===== config.mk =====
export PLATFORM = sky130hd
export DESIGN_NAME = riscv_dmem_arbiter_flat
export DESIGN_NICKNAME = d
export VERILOG_FILES = /design/src/rtl/riscv_dmem_arbiter_if.sv /design/src/rtl/riscv_dmem_arbiter.sv /design/src/flat_wrapper.sv
export SDC_FILE = /design/constraint.sdc
export NUM_CORES = 1
export LEC_CHECK = 0
export CORE_AREA = 4 4 114 116
export CTS_CLUSTER_SIZE = 20
export DETAILED_ROUTE_END_ITERATION = 12
export DIE_AREA = 0 0 118 120
export SYNTH_ARGS = -nofsm -noshare
export SYNTH_HDL_FRONTEND = slang
export SYNTH_SLANG_ARGS = --single-unit
export TNS_END_PERCENT = 20

===== constraint.sdc =====
create_clock -name clk -period 1.62 [get_ports clk]
set_clock_uncertainty 0.2 [all_clocks]
set_input_delay 0.324 -clock clk [delete_from_list [all_inputs] [get_ports clk]]
set_output_delay 0.324 -clock clk [all_outputs]
set_load 0.01 [all_outputs]

===== src/rtl/riscv_dmem_arbiter_if.sv =====
// One master's request/response bundle toward the data-memory arbiter.
// Requester holds req until gnt; rvalid/rdata return one cycle after a read grant.
interface riscv_dmem_arbiter_if #(
  parameter int ADDR_WIDTH = 32,
  parameter int DATA_WIDTH = 32
);
  logic                  req;
  logic                  we;
  logic [ADDR_WIDTH-1:0] addr;
  logic [DATA_WIDTH-1:0] wdata;
  logic                  gnt;
  logic                  rvalid;
  logic [DATA_WIDTH-1:0] rdata;

  modport master (
    output req, we, addr, wdata,
    input  gnt, rvalid, rdata
  );

  modport slave (
    input  req, we, addr, wdata,
    output gnt, rvalid, rdata
  );
endinterface


===== src/rtl/riscv_dmem_arbiter.sv =====
// Data-memory arbiter: CPU fixed priority, loader forced in after MAX_WAIT denials; 0-cycle grant,
// 1-cycle read return to the issuing master; a denied master simply keeps req high.
module riscv_dmem_arbiter #(
  parameter int ADDR_WIDTH = 32,
  parameter int DATA_WIDTH = 32,
  parameter int MAX_WAIT   = 4
) (
  input  logic                  clk,
  input  logic                  rst_n,
  riscv_dmem_arbiter_if.slave   cpu,
  riscv_dmem_arbiter_if.slave   ldr,
  output logic [ADDR_WIDTH-1:0] mem_addr_o,
  output logic                  mem_we_o,
  output logic [DATA_WIDTH-1:0] mem_wdata_o,
  input  logic [DATA_WIDTH-1:0] mem_rdata_i
);
  localparam int            CW      = $clog2(MAX_WAIT + 1);
  localparam logic [CW-1:0] CNT_MAX = CW'(MAX_WAIT);

  typedef enum logic {CPU_PRI = 1'b0, LDR_PRI = 1'b1} state_e;

  state_e        state_q, state_d;
  logic [CW-1:0] wait_cnt_q, wait_cnt_d;
  logic          cpu_rvalid_q, cpu_rvalid_d;
  logic          ldr_rvalid_q, ldr_rvalid_d;
  logic          cpu_gnt, ldr_gnt;

  always_ff @(posedge clk) begin
    if (!rst_n) begin
      state_q      <= CPU_PRI;
      wait_cnt_q   <= '0;
      cpu_rvalid_q <= 1'b0;
      ldr_rvalid_q <= 1'b0;
    end else begin
      state_q      <= state_d;
      wait_cnt_q   <= wait_cnt_d;
      cpu_rvalid_q <= cpu_rvalid_d;
      ldr_rvalid_q <= ldr_rvalid_d;
    end
  end

  always_comb begin
    state_d    = state_q;
    wait_cnt_d = wait_cnt_q;
    unique case (state_q)
      CPU_PRI: begin
        if (ldr_gnt || !ldr.req) begin
          wait_cnt_d = '0;
        end else if (wait_cnt_q != CNT_MAX) begin
          wait_cnt_d = wait_cnt_q + 1'b1;
        end
        if (wait_cnt_d == CNT_MAX) begin
          state_d = LDR_PRI;
        end
      end
      LDR_PRI: begin
        // Loader either takes its slot or has withdrawn, so priority lasts one cycle.
        wait_cnt_d = '0;
        state_d    = CPU_PRI;
      end
    endcase
  end

  always_comb begin
    cpu_gnt = 1'b0;
    ldr_gnt = 1'b0;
    if (rst_n) begin
      if (state_q == LDR_PRI) begin
        ldr_gnt = ldr.req;
        cpu_gnt = cpu.req & ~ldr.req;
      end else begin
        cpu_gnt = cpu.req;
        ldr_gnt = ldr.req & ~cpu.req;
      end
    end
    mem_addr_o   = ldr_gnt ? ldr.addr  : cpu.addr;
    mem_wdata_o  = ldr_gnt ? ldr.wdata : cpu.wdata;
    mem_we_o     = ldr_gnt ? ldr.we    : (cpu_gnt & cpu.we);
    cpu_rvalid_d = cpu_gnt & ~cpu.we;
    ldr_rvalid_d = ldr_gnt & ~ldr.we;
  end

  // A read issued just before reset must not surface during the reset cycle.
  assign cpu.gnt    = cpu_gnt;
  assign cpu.rvalid = cpu_rvalid_q & rst_n;
  assign cpu.rdata  = mem_rdata_i;
  assign ldr.gnt    = ldr_gnt;
  assign ldr.rvalid = ldr_rvalid_q & rst_n;
  assign ldr.rdata  = mem_rdata_i;
endmodule


===== src/flat_wrapper.sv =====
// flat-port wrapper written by rule: the top's interface ports become plain ports
module riscv_dmem_arbiter_flat 
#(
  parameter int ADDR_WIDTH = 32,
  parameter int DATA_WIDTH = 32,
  parameter int MAX_WAIT   = 4
)
  (clk, rst_n, mem_addr_o, mem_we_o, mem_wdata_o, mem_rdata_i, cpu_req, cpu_we, cpu_addr, cpu_wdata, cpu_gnt, cpu_rvalid, cpu_rdata, ldr_req, ldr_we, ldr_addr, ldr_wdata, ldr_gnt, ldr_rvalid, ldr_rdata);
  riscv_dmem_arbiter_if #(.ADDR_WIDTH(ADDR_WIDTH), .DATA_WIDTH(DATA_WIDTH)) cpu_i ();
  riscv_dmem_arbiter_if #(.ADDR_WIDTH(ADDR_WIDTH), .DATA_WIDTH(DATA_WIDTH)) ldr_i ();
  input  logic clk;
  input  logic rst_n;
  output logic [ADDR_WIDTH-1:0] mem_addr_o;
  output logic mem_we_o;
  output logic [DATA_WIDTH-1:0] mem_wdata_o;
  input  logic [DATA_WIDTH-1:0] mem_rdata_i;
  input wire logic [$bits(cpu_i.req)-1:0] cpu_req;
  input wire logic [$bits(cpu_i.we)-1:0] cpu_we;
  input wire logic [$bits(cpu_i.addr)-1:0] cpu_addr;
  input wire logic [$bits(cpu_i.wdata)-1:0] cpu_wdata;
  output wire logic [$bits(cpu_i.gnt)-1:0] cpu_gnt;
  output wire logic [$bits(cpu_i.rvalid)-1:0] cpu_rvalid;
  output wire logic [$bits(cpu_i.rdata)-1:0] cpu_rdata;
  input wire logic [$bits(ldr_i.req)-1:0] ldr_req;
  input wire logic [$bits(ldr_i.we)-1:0] ldr_we;
  input wire logic [$bits(ldr_i.addr)-1:0] ldr_addr;
  input wire logic [$bits(ldr_i.wdata)-1:0] ldr_wdata;
  output wire logic [$bits(ldr_i.gnt)-1:0] ldr_gnt;
  output wire logic [$bits(ldr_i.rvalid)-1:0] ldr_rvalid;
  output wire logic [$bits(ldr_i.rdata)-1:0] ldr_rdata;
  assign cpu_i.req = cpu_req;
  assign cpu_i.we = cpu_we;
  assign cpu_i.addr = cpu_addr;
  assign cpu_i.wdata = cpu_wdata;
  assign cpu_gnt = cpu_i.gnt;
  assign cpu_rvalid = cpu_i.rvalid;
  assign cpu_rdata = cpu_i.rdata;
  assign ldr_i.req = ldr_req;
  assign ldr_i.we = ldr_we;
  assign ldr_i.addr = ldr_addr;
  assign ldr_i.wdata = ldr_wdata;
  assign ldr_gnt = ldr_i.gnt;
  assign ldr_rvalid = ldr_i.rvalid;
  assign ldr_rdata = ldr_i.rdata;
  riscv_dmem_arbiter #(.ADDR_WIDTH(ADDR_WIDTH), .DATA_WIDTH(DATA_WIDTH), .MAX_WAIT(MAX_WAIT)) u_core (.clk(clk), .rst_n(rst_n), .cpu(cpu_i), .ldr(ldr_i), .mem_addr_o(mem_addr_o), .mem_we_o(mem_we_o), .mem_wdata_o(mem_wdata_o), .mem_rdata_i(mem_rdata_i));
endmodule

-- After elaboration in Yosys (flattened, before gate mapping)
Cells that the tools add are included.
- register bits after elaboration: 6
- output and inout port bits: 133
- logic and storage cells: 34
- add/subtract/negate cells: 1
- equality and inequality tests: 2
- mux-type cells: 13
- bitwise logic cells: 12
- reductions and logical operators: 2
- operators by type and width (kind ; number):
    2-to-1 mux 32 bit ; 2
    2-to-1 mux 3 bit ; 3
    AND 1 bit ; 7
    2-to-1 mux 1 bit ; 6
    one-hot mux 3 bit (2 select lines) ; 1
    inverter 1 bit ; 5
    adder 3 x 1 -> 3 bit (second input constant) ; 1
    equality test 3 bit (second input constant) ; 1
    inequality test 3 bit (second input constant) ; 1
    one-hot mux 1 bit (2 select lines) ; 1
    logical NOT 1 bit ; 1
    logical OR 1 bit ; 1

-- Longest topological paths before layout
Gate-level depths: netlist of run 1.
- depth in word-level cells: 10
- gate-level depth with buffers: 6
- gate-level depth less buffers: 5

-- Least setup slack after synthesis of run 1
No wires, ideal clock.
- kind: reg2out
- from: reg u_core.state_q
- to: out mem_addr_o[0]
- data arrival time: 1.219 ns
- data required time: 1.096 ns
- setup slack: -0.123 ns
- cell stages (with the launch flop): 7
- path through: dfxtp_1 > inv_1 > a21o_4 > inv_4 > buf_12 > buf_12 > mux2_4
- cells in the longest elaborated chain, start to end: 3
- RTL lines (what ; RTL line ; RTL):
    start: declaration ; riscv_dmem_arbiter.sv:22 ; state_e state_q, state_d;
    start signal: assignment ; riscv_dmem_arbiter.sv:35 ; state_q <= state_d;
    2-to-1 mux 1 bit ; riscv_dmem_arbiter.sv:68 ; if (state_q == LDR_PRI) begin
    2-to-1 mux 1 bit ; riscv_dmem_arbiter.sv:67 ; if (rst_n) begin
    2-to-1 mux 32 bit ; riscv_dmem_arbiter.sv:76 ; mem_addr_o = ldr_gnt ? ldr.addr : cpu.addr;
    end: declaration ; flat_wrapper.sv:13 ; output logic [ADDR_WIDTH-1:0] mem_addr_o;
Every way passes these cells.

-- Final worst setup path of run 1
- from: reg u_core.state_q
- to: out mem_addr_o[11]
Same word-level chain as after synthesis.

==> results of run 1 <==
-- logic make-up (layout without fill, tap and decap cells) --
family	Yosys count	count (layout)	synth area share, %
compound gates	5	5	2.41
xor+xnor	1	1	0.497
fa+ha+maj	2	2	1.42
buf+inv	76	237	35.0
flops	6	6	6.81
mux	65	65	50.0
simple gates	14	14	3.90
-- metrics by stage --
| stage | worst slack (ns) | total power, mW | instances | TNS (ns) |
|---|---|---|---|---|
| final | -0.550 | 1.55 | 477 | -32.12 |
| after global routing | -0.602 | 1.63 | 477 | -35.53 |
| after CTS | -0.572 | 1.56 | 476 | -34.01 |
| after detailed placement | -1.17 | 1.04 | 460 | -76.55 |
| after global placement | -1.16 | 1.03 | 460 | -75.12 |
| after floorplan | -0.0923 | 0.618 | 169 | -4.41 |
-- power by group --
part | total, mW | leakage [nW] | internal [mW] | switching (mW)
Sequential | 0.153 | 0.0492 | 0.152 | 0.00177
Clock | 0.396 | 0.0370 | 0.316 | 0.0792
Combinational | 1.01 | 1.65 | 0.720 | 0.285
-- cell usage in the layout (no fill, tap or decap), types with 2 or more instances in the layout --
master	count
sky130_fd_sc_hd__clkdlybuf4s50_1	130
sky130_fd_sc_hd__buf_6	65
sky130_fd_sc_hd__mux2_4	59
sky130_fd_sc_hd__buf_4	9
sky130_fd_sc_hd__buf_16	6
sky130_fd_sc_hd__buf_2	6
sky130_fd_sc_hd__buf_12	6
sky130_fd_sc_hd__mux2_2	5
sky130_fd_sc_hd__nor2_1	5
sky130_fd_sc_hd__dfxtp_1	5
sky130_fd_sc_hd__inv_1	3
sky130_fd_sc_hd__clkbuf_16	3
sky130_fd_sc_hd__nand2_1	2
sky130_fd_sc_hd__and2_1	2
sky130_fd_sc_hd__nor2b_1	2
sky130_fd_sc_hd__ha_1	2
sky130_fd_sc_hd__clkdlybuf4s15_2	2
sky130_fd_sc_hd__dlygate4sd2_1	2
sky130_fd_sc_hd__buf_8	2
-- worst max-delay path, stage by stage, from the launching register on --
cell and delay [ns]:
sky130_fd_sc_hd__dfxtp_2 0.32, sky130_fd_sc_hd__inv_2 0.04, sky130_fd_sc_hd__a21o_4 0.21, sky130_fd_sc_hd__inv_8 0.07, sky130_fd_sc_hd__buf_12 0.11, sky130_fd_sc_hd__buf_12 0.11, sky130_fd_sc_hd__buf_16 0.13, sky130_fd_sc_hd__mux2_4 0.30
sky130_fd_sc_hd__buf_6 0.12
-- worst max-delay path by stage --
stage / slack (ns) / cells after the start / endpoint
after floorplan: -0.09 / 6 / mem_addr_o[0]
after global placement: -1.16 / 7 / mem_addr_o[31]
after detailed placement: -1.17 / 7 / mem_addr_o[31]
after CTS: -0.57 / 8 / mem_addr_o[11]
after global routing: -0.60 / 8 / mem_addr_o[5]
final: -0.55 / 8 / mem_addr_o[11]
-- metal layers --
metal | track usage [%] | wire, um | vias to the layer above
li1 | - | - | 837
met1 | 9.78 | 2600 | 791
met2 | 17.4 | 3670 | 191
met3 | 6.31 | 1150 | 2
met4 | 1.32 | 14 | 0
met5 | 0 | 0 | -
-- flip-flops by register name, indices dropped and copies added, names as in the netlist --
| register | cells |
|---|---|
| u_core.cpu_rvalid_q | 1 |
| u_core.ldr_rvalid_q | 1 |
| u_core.wait_cnt_q | 3 |
| u_core.state_q | 1 |
-- timing repair --
item / 4_1_cts / 5_1_grt
buffers inserted: 7 / 1
gates resized for setup: 369 / 9
cloned: 6 / 0
setup endpoints to repair: 69 / 68
pin swaps: 2 / 1
hold buffers: 0 / 0
-- layout make-up --
cell class | count | area, um^2
Clock buffer | 3 | 75.1
Timing Repair Buffer | 229 | 2490
Inverter | 5 | 26.3
Fill cell | 1191 | 7900
Tap cell | 147 | 184
Multi-Input combinational cell | 87 | 1120
Sequential cell | 6 | 121
==> qor.yml, run 1 <==
status:
  result_of_the_run: "finished, violations left"
  failing_checks: "setup timing"
sta:
  hold_worst_slack_ns: 0.333
  tightestPinTransition_ns: 0.220
  period_needed_ns: 2.17
  slew_headroom_pct: 85.2
  rsz0062_at_grt: "true"
  min_period_over_period_pct: 134
  worst_slack_ns: -0.550
  hold_viol_final: 0
  max_clock_freq_ghz: 0.461
  maxSlewViolCount: 0
  report.final.setup_viol: 67
logic_synthesis:
  largest_cells_by_area_after_synthesis: "sky130_fd_sc_hd__mux2_4, sky130_fd_sc_hd__buf_4, sky130_fd_sc_hd__mux2_2"
  syn_inst: 169
  register_bit_total_from_synthesis: 6
  syn_avg_cell_area_um2: 10.4
  synth.top_cells.by_count: "sky130_fd_sc_hd__buf_4, sky130_fd_sc_hd__mux2_4, sky130_fd_sc_hd__mux2_2"
  synthArstFlopShare_pct: 0
  synth_cell_type_count: 21
  cell_taking_the_most_area_after_synthesis: "sky130_fd_sc_hd__mux2_4"
  synth_enable_flop_cells: 0
  yosysMostFrequentCell: "sky130_fd_sc_hd__buf_4"
  synth_sequential_area_ratio_pct: 6.81
  synth.cell_area_um2: 1760
  synth-warning-count: 0
  synth_ff_type: "sky130_fd_sc_hd__dfxtp_1"
  yosys.area.top_type_share_pct: 34.1
  postSynthNetCount: 337
pwr:
  peak_ir_drop_on_the_vdd_network_mv: 0.298
  leakage_nw: 1.74
  pwr_density_cell_nw_per_um2: 387
floorplan:
  dieHeight_um: 120
  floorplan.initialDensity_pct: 14.8
  floorplan.rows: 40
  num_io_pins: 299
  chipWidth_um: 118
  core_area_um2: 11900
  die-area_um2: 14200
worst_setup_path:
  reg2reg_slack_ns: 0.11
  regToRegStartpoint: "u_core.wait_cnt_q[0]"
  worstReg2RegEnd: "u_core.state_q"
  cp_data_arrival_time_ns: 1.65
  critical_setup_path_class: "reg -> out"
  crit_path_start_kind: "flip-flop"
  timing.critical_path.fanout_max: 7
  setup.worst_path.end_class: "output port"
  register_to_register_path_depth: 5
  critPathRequiredTime_ns: 1.10
  cp-startpoint: "u_core.state_q"
global_route:
  grt_use_total_pct: 9.73
  wire_length_of_the_first_global_routing_pass_mm: 11.1
  number_of_global_route_vias_before_repair: 2109
  number_of_antenna_violations_at_the_first_check_in_global_routing: 0
  globalRoute.totalOverflow: 0
  grt_max_degree: 9
drt:
  detail_route.wirelength_mm: 7.44
  detail_route.vias_per_cell: 3.82
  drt_first_iter_violations: 10
  routedWlPerCell_um: 15.6
  drt_pass1_iterations: 2
  remaining_drc_errors: 0
  via_count: 1821
  antenna_violating_nets_post_route: 0
place:
  gp_routability_congestion: 0.764
  placement.cell_area_um2: 3500
  place.detailed.hpwl_mm: 5.58
  port_buffers: 202
cells_and_area:
  syn_to_final_growth_pct: 128
  insertedDiodeCount: 0
  layout.nets: 500
  final_layout_size_suffix_gt1_share_pct: 51.5
  post-route-util_pct: 33.7
  final_area_um2: 4010
worst_hold_path:
  holdPathStages: 4
  holdPathEnd: "u_core.state_q"
  worst_hold_path_type: "in -> reg"
  worst_hold_startpoint: "cpu_req"
clock_network:
  tritoncts_clock_tree: "yes"
  cts_num_sinks: 6
  clock_tree_root: "sky130_fd_sc_hd__clkbuf_16"
  max-clock-path-buffers: 2
  clock_latency_ns: 0.23
  ctsHtreeMaxLevel: 1
  cts_buffers: 3
  clkSlewWorstSetupHoldPaths_ns: 0.03
run:
  drv.max_cap_violation_count: 0
Power figures use the tool's default switching activity.
==> run 2, diff against run 1 <==
--- a/config.mk
+++ b/config.mk
@@ -9,6 +9,7 @@
 export CTS_CLUSTER_SIZE = 20
 export DETAILED_ROUTE_END_ITERATION = 12
 export DIE_AREA = 0 0 118 120
+export RECOVER_POWER = 100
 export SYNTH_ARGS = -nofsm -noshare
 export SYNTH_HDL_FRONTEND = slang
 export SYNTH_SLANG_ARGS = --single-unit
==> run 2 against run 1 <==
Effect of this change: cell area shrank 0.50%; count of clock-buffer cells in the layout is the same; fmax is essentially flat; the flow still finishes with violations (setup timing); non-clock buffer count is the same; global-route usage is the same; combinational power is essentially flat; utilization shrank 0.17 points; worst hold slack lost 0.0021 ns.
==> qor.yml, run 2 (synthesis gave the netlist of run 1 again) <==
global_route:
  grt_use_total_pct: 9.73
  number_of_global_route_vias_before_repair: 2109
  globalRoute.totalOverflow: 0
  wire_length_of_the_first_global_routing_pass_mm: 11.1
  number_of_antenna_violations_at_the_first_check_in_global_routing: 0
  grt_max_degree: 9
drt:
  detail_route.vias_per_cell: 3.82
  antenna_violating_nets_post_route: 0
  drt_first_iter_violations: 13
  drt_pass1_iterations: 2
  routedWlPerCell_um: 15.6
  remaining_drc_errors: 0
  detail_route.wirelength_mm: 7.44
  via_count: 1821
clock_network:
  cts_num_sinks: 6
  clock_latency_ns: 0.23
  ctsHtreeMaxLevel: 1
  cts_buffers: 3
  clock_tree_root: "sky130_fd_sc_hd__clkbuf_16"
  max-clock-path-buffers: 2
  clkSlewWorstSetupHoldPaths_ns: 0.03
  tritoncts_clock_tree: "yes"
worst_hold_path:
  worst_hold_startpoint: "cpu_req"
  worst_hold_path_type: "in -> reg"
  holdPathEnd: "u_core.state_q"
  holdPathStages: 4
run:
  drv.max_cap_violation_count: 0
cells_and_area:
  final_area_um2: 3990
  layout.area.seq_um2: 121
  final_layout_size_suffix_gt1_share_pct: 50.6
  layout.cells.most_common_list: "sky130_fd_sc_hd__clkdlybuf4s50_1, sky130_fd_sc_hd__buf_6, sky130_fd_sc_hd__mux2_4, sky130_fd_sc_hd__buf_4"
  syn_to_final_growth_pct: 127
  fillerInstances: 1194
  largest_register_ffs: 3
  multi_input_area_um2: 1100
  regMostFlops: "u_core.wait_cnt_q"
  layout.nets: 500
  insertedDiodeCount: 0
  layout.cells.most_common: "sky130_fd_sc_hd__clkdlybuf4s50_1"
sta:
  slew_headroom_pct: 83.7
  maxSlewViolCount: 0
  worst_slack_ns: -0.550
  period_needed_ns: 2.17
  min_period_over_period_pct: 134
  max_clock_freq_ghz: 0.461
  report.final.setup_viol: 67
  setup_tns_ns: -32.26
  tightestPinTransition_ns: 0.245
  hold_viol_final: 0
  rsz0062_at_grt: "true"
worst_setup_path:
  reg2reg_slack_ns: 0.11
  regToRegStartpoint: "u_core.wait_cnt_q[0]"
  crit_path_start_kind: "flip-flop"
  critPathRequiredTime_ns: 1.10
  timing.critical_path.fanout_max: 7
  critical_setup_path_class: "reg -> out"
  setup.worst_path.end_class: "output port"
  cp-startpoint: "u_core.state_q"
  worstReg2RegEnd: "u_core.state_q"
  cp_data_arrival_time_ns: 1.65
  register_to_register_path_depth: 5
status:
  result_of_the_run: "finished, violations left"
  failing_checks: "setup timing"
floorplan:
  floorplan.initialDensity_pct: 14.8
  chipWidth_um: 118
  die-area_um2: 14200
  num_io_pins: 299
  dieHeight_um: 120
  floorplan.rows: 40
  core_area_um2: 11900
place:
  place.detailed.hpwl_mm: 5.58
  port_buffers: 202
  gp_routability_congestion: 0.764
  placement.cell_area_um2: 3500
  pre_cts_ws_ns: -1.17
pwr:
  pwr_density_cell_nw_per_um2: 388
  peak_ir_drop_on_the_vdd_network_mv: 0.298
  leakage_nw: 1.73
run 2: cell count changes in the layout (fill, tap and decap cells not counted), sizes merged:
cell,previous run,this run
clkbuf,4,6
buf,94,92
run 2: stage by stage:
step / total power [mW] / instances / hold slack, ns / util [%]
finish: 1.55 / 477 / 0.331 / 33.5
CTS: 1.56 / 476 / 0.341 / 33.5
detailed placement: 1.04 / 460 / 0.366 / 29.4
floorplan: 0.618 / 169 / 0.196 / -
global placement: 1.03 / 460 / 0.348 / 29.4
global route: 1.63 / 477 / 0.366 / 33.5
run 2: report_power, final:
part	internal [mW]	switching, mW
Combinational	0.717	0.284
Clock	0.316	0.0793
Sequential	0.152	0.00178
run 2: timing repair:
item	4_1_cts	5_1_grt
buffers inserted	7	1
endpoints found under the setup margin	69	68
hold buffers	0	0
pin swaps	2	1
gates resized for setup	369	9
cloned	6	0
run 2: how the worst max path moves through the flow:
stage / cells after the start / to
after global placement: 7 / mem_addr_o[31]
final: 8 / mem_addr_o[11]
after CTS: 8 / mem_addr_o[11]
after detailed placement: 7 / mem_addr_o[31]
after floorplan: 6 / mem_addr_o[0]
after global routing: 8 / mem_addr_o[5]
run 2: cell type report:
cell class | instances | share of cell area [%]
Sequential cell | 6 | 3.04
Multi-Input combinational cell | 87 | 27.7
Inverter | 5 | 0.658
Clock buffer | 3 | 1.88
Timing Repair Buffer | 229 | 62.2
Tap cell | 147 | 4.61
run 2: worst max-delay path, cell delays in order, from the launching register on:
cell and delay, ns:
sky130_fd_sc_hd__dfxtp_2 0.32, sky130_fd_sc_hd__inv_2 0.04, sky130_fd_sc_hd__a21o_4 0.21, sky130_fd_sc_hd__inv_8 0.07, sky130_fd_sc_hd__buf_12 0.11, sky130_fd_sc_hd__buf_12 0.11
sky130_fd_sc_hd__buf_16 0.13, sky130_fd_sc_hd__mux2_4 0.30, sky130_fd_sc_hd__buf_6 0.12
run 2: metal layers:
metal	track usage, %	routed length (um)
met5	0	0
met4	1.32	23
met3	6.31	1160
met2	17.4	3660
met1	9.78	2600
==> run 3, diff against run 2 <==
--- a/config.mk
+++ b/config.mk
@@ -5,10 +5,11 @@
 export SDC_FILE = /design/constraint.sdc
 export NUM_CORES = 1
 export LEC_CHECK = 0
-export CORE_AREA = 4 4 114 116
+export CORE_AREA = 2 2 116 118
 export CTS_CLUSTER_SIZE = 20
 export DETAILED_ROUTE_END_ITERATION = 12
 export DIE_AREA = 0 0 118 120
+export MAX_ROUTING_LAYER = met4
 export RECOVER_POWER = 100
 export SYNTH_ARGS = -nofsm -noshare
 export SYNTH_HDL_FRONTEND = slang
==> run 3 against run 2 <==
Effect of this change: the run still ends with setup timing left; clock power about the same; highest routed layer is now met3; fmax increased by 5.5%; critical path depth fell by 2; sequential cell count is the same; wire length increased by 4.3%; largest power group unchanged.
==> qor.yml, run 3 (synthesis gave the netlist of run 1 again) <==
cells_and_area:
  insertedDiodeCount: 0
  largest_register_ffs: 3
  layout.nets: 494
  final_layout_size_suffix_gt1_share_pct: 50.6
  layout.cells.most_common_list: "sky130_fd_sc_hd__clkdlybuf4s50_1, sky130_fd_sc_hd__buf_6, sky130_fd_sc_hd__mux2_4, sky130_fd_sc_hd__buf_4, sky130_fd_sc_hd__buf_12"
  final_area_um2: 3930
  regMostFlops: "u_core.wait_cnt_q"
  post-route-util_pct: 30.3
  syn_to_final_growth_pct: 123
  layout.cells.most_common: "sky130_fd_sc_hd__clkdlybuf4s50_1"
floorplan:
  floorplan.rows: 42
  dieHeight_um: 120
  core_area_um2: 13000
  num_io_pins: 299
  chipWidth_um: 118
  floorplan.initialDensity_pct: 13.6
  die-area_um2: 14200
sta:
  rsz0062_at_grt: "true"
  min_period_over_period_pct: 127
  worst_slack_ns: -0.437
  tightestPinTransition_ns: 0.229
  slew_headroom_pct: 84.5
  hold_viol_final: 0
  max_clock_freq_ghz: 0.486
  report.final.setup_viol: 66
  maxSlewViolCount: 0
  hold_worst_slack_ns: 0.232
  period_needed_ns: 2.06
clock_network:
  max-clock-path-buffers: 2
  cts_buffers: 3
  clock_latency_ns: 0.23
  clkSlewWorstSetupHoldPaths_ns: 0.03
  ctsHtreeMaxLevel: 1
  cts_num_sinks: 6
  clock_tree_root: "sky130_fd_sc_hd__clkbuf_16"
  post_cts_hold_buffer_count: 0
  tritoncts_clock_tree: "yes"
drt:
  detail_route.vias_per_cell: 3.64
  drt_pass1_iterations: 4
  via_count: 1819
  detail_route.wirelength_mm: 7.76
  remaining_drc_errors: 0
  routedWlPerCell_um: 15.5
  drt_first_iter_violations: 36
  antenna_violating_nets_post_route: 0
status:
  failing_checks: "setup timing"
  result_of_the_run: "finished, violations left"
worst_setup_path:
  crit_path_start_kind: "flip-flop"
  timing_endpoint_of_the_critical_path: "mem_addr_o[30]"
  worstReg2RegEnd: "u_core.state_q"
  critical_setup_path_class: "reg -> out"
  setup.worst_path.end_class: "output port"
  cp-startpoint: "u_core.state_q"
  cells_traversed_along_the_worst_timing_path: "inv_2, a21o_4, inv_12, buf_12, mux2_4, buf_6"
  register_to_register_path_depth: 5
  reg2reg_slack_ns: 0.12
  critPathRequiredTime_ns: 1.10
  cp_data_arrival_time_ns: 1.53
  timing.critical_path.fanout_max: 8
  regToRegStartpoint: "u_core.wait_cnt_q[0]"
  crit_path_max_incr_delay_ns: 0.32
  cp_slowest_cell: "sky130_fd_sc_hd__dfxtp_2"
place:
  gp_routability_congestion: 0.720
  placement.cell_area_um2: 3530
  port_buffers: 202
  place.detailed.hpwl_mm: 5.82
global_route:
  globalRoute.totalOverflow: 0
  grt_max_degree: 9
  grt_use_total_pct: 10.6
  wire_length_of_the_first_global_routing_pass_mm: 11.4
  number_of_antenna_violations_at_the_first_check_in_global_routing: 0
  number_of_global_route_vias_before_repair: 1985
worst_hold_path:
  holdPathStages: 3
  worst_hold_path_type: "in -> reg"
run:
  drv.max_cap_violation_count: 0
pwr:
  pwr_density_cell_nw_per_um2: 391
  peak_ir_drop_on_the_vdd_network_mv: 0.317
  leakage_nw: 1.70
run 3: cell types whose count changed in the layout (fill, tap and decap cells not counted), moves of 3 or more:
| cell | before | now |
|---|---|---|
| sky130_fd_sc_hd__buf_2 | 5 | 2 |
| sky130_fd_sc_hd__mux2_4 | 59 | 64 |
| sky130_fd_sc_hd__mux2_2 | 5 | 0 |
| sky130_fd_sc_hd__buf_6 | 64 | 68 |
| sky130_fd_sc_hd__buf_16 | 6 | 0 |
run 3: stage by stage:
step	setup TNS, ns	instances	power (mW)	setup WS, ns
floorplan	-4.41	169	0.618	-0.0923
global placement	-79.73	487	1.03	-1.23
detailed placement	-81.02	487	1.04	-1.25
CTS	-35.04	507	1.60	-0.563
global route	-30.95	500	1.61	-0.495
finish	-27.37	500	1.54	-0.437
run 3: worst max-delay path: cells and delay by family, from the launching register on:
family	cells	cell delay (ns)
multiplexers	1	0.31
flip-flops	1	0.32
AO/OA/AOI/OAI	1	0.25
buffers and inverters	4	0.41
run 3: worst min-delay path by stage:
stage	slack, ns	start	to
after floorplan	0.20	cpu_we	u_core.cpu_rvalid_q
after global placement	0.35	u_core.wait_cnt_q[2]	u_core.wait_cnt_q[2]
after detailed placement	0.36	u_core.wait_cnt_q[2]	u_core.wait_cnt_q[2]
after CTS	0.33	rst_n	u_core.state_q
after global routing	0.27	rst_n	u_core.state_q
final	0.23	rst_n	u_core.state_q
run 3: area by class of cell:
class / instances / area [um^2]
fill: 1340 / 9050
multi-input combinational: 87 / 1130
timing repair buffer: 222 / 2340
inverter: 5 / 31.3
timing repair inverter: 1 / 11.3
tap: 176 / 220
clock buffer: 3 / 75.1
sequential: 6 / 121
run 3: routing by layer:
metal	global-route usage (%)	wire length, um	part of all wire, %	vias to the layer above
met4	0.904	0	0	0
met5	-	0	0	-
met3	5.42	1020	13	0
li1	-	-	-	822
met2	18.7	3950	51	185
met1	10.9	2780	36	812
run 3: repair_timing:
item | CTS | global route
pin swaps | 2 | 2
endpoints found under the setup margin | 70 | 67
gates cloned | 7 | 0
resized for setup | 382 | 8
hold endpoints to repair | 0 | 0
setup buffers | 10 | 1
run 3: where the power goes:
| group | internal [mW] | switching, mW |
|---|---|---|
| sequential | 0.152 | 0.00211 |
| clock | 0.316 | 0.0799 |
| combinational | 0.702 | 0.284 |
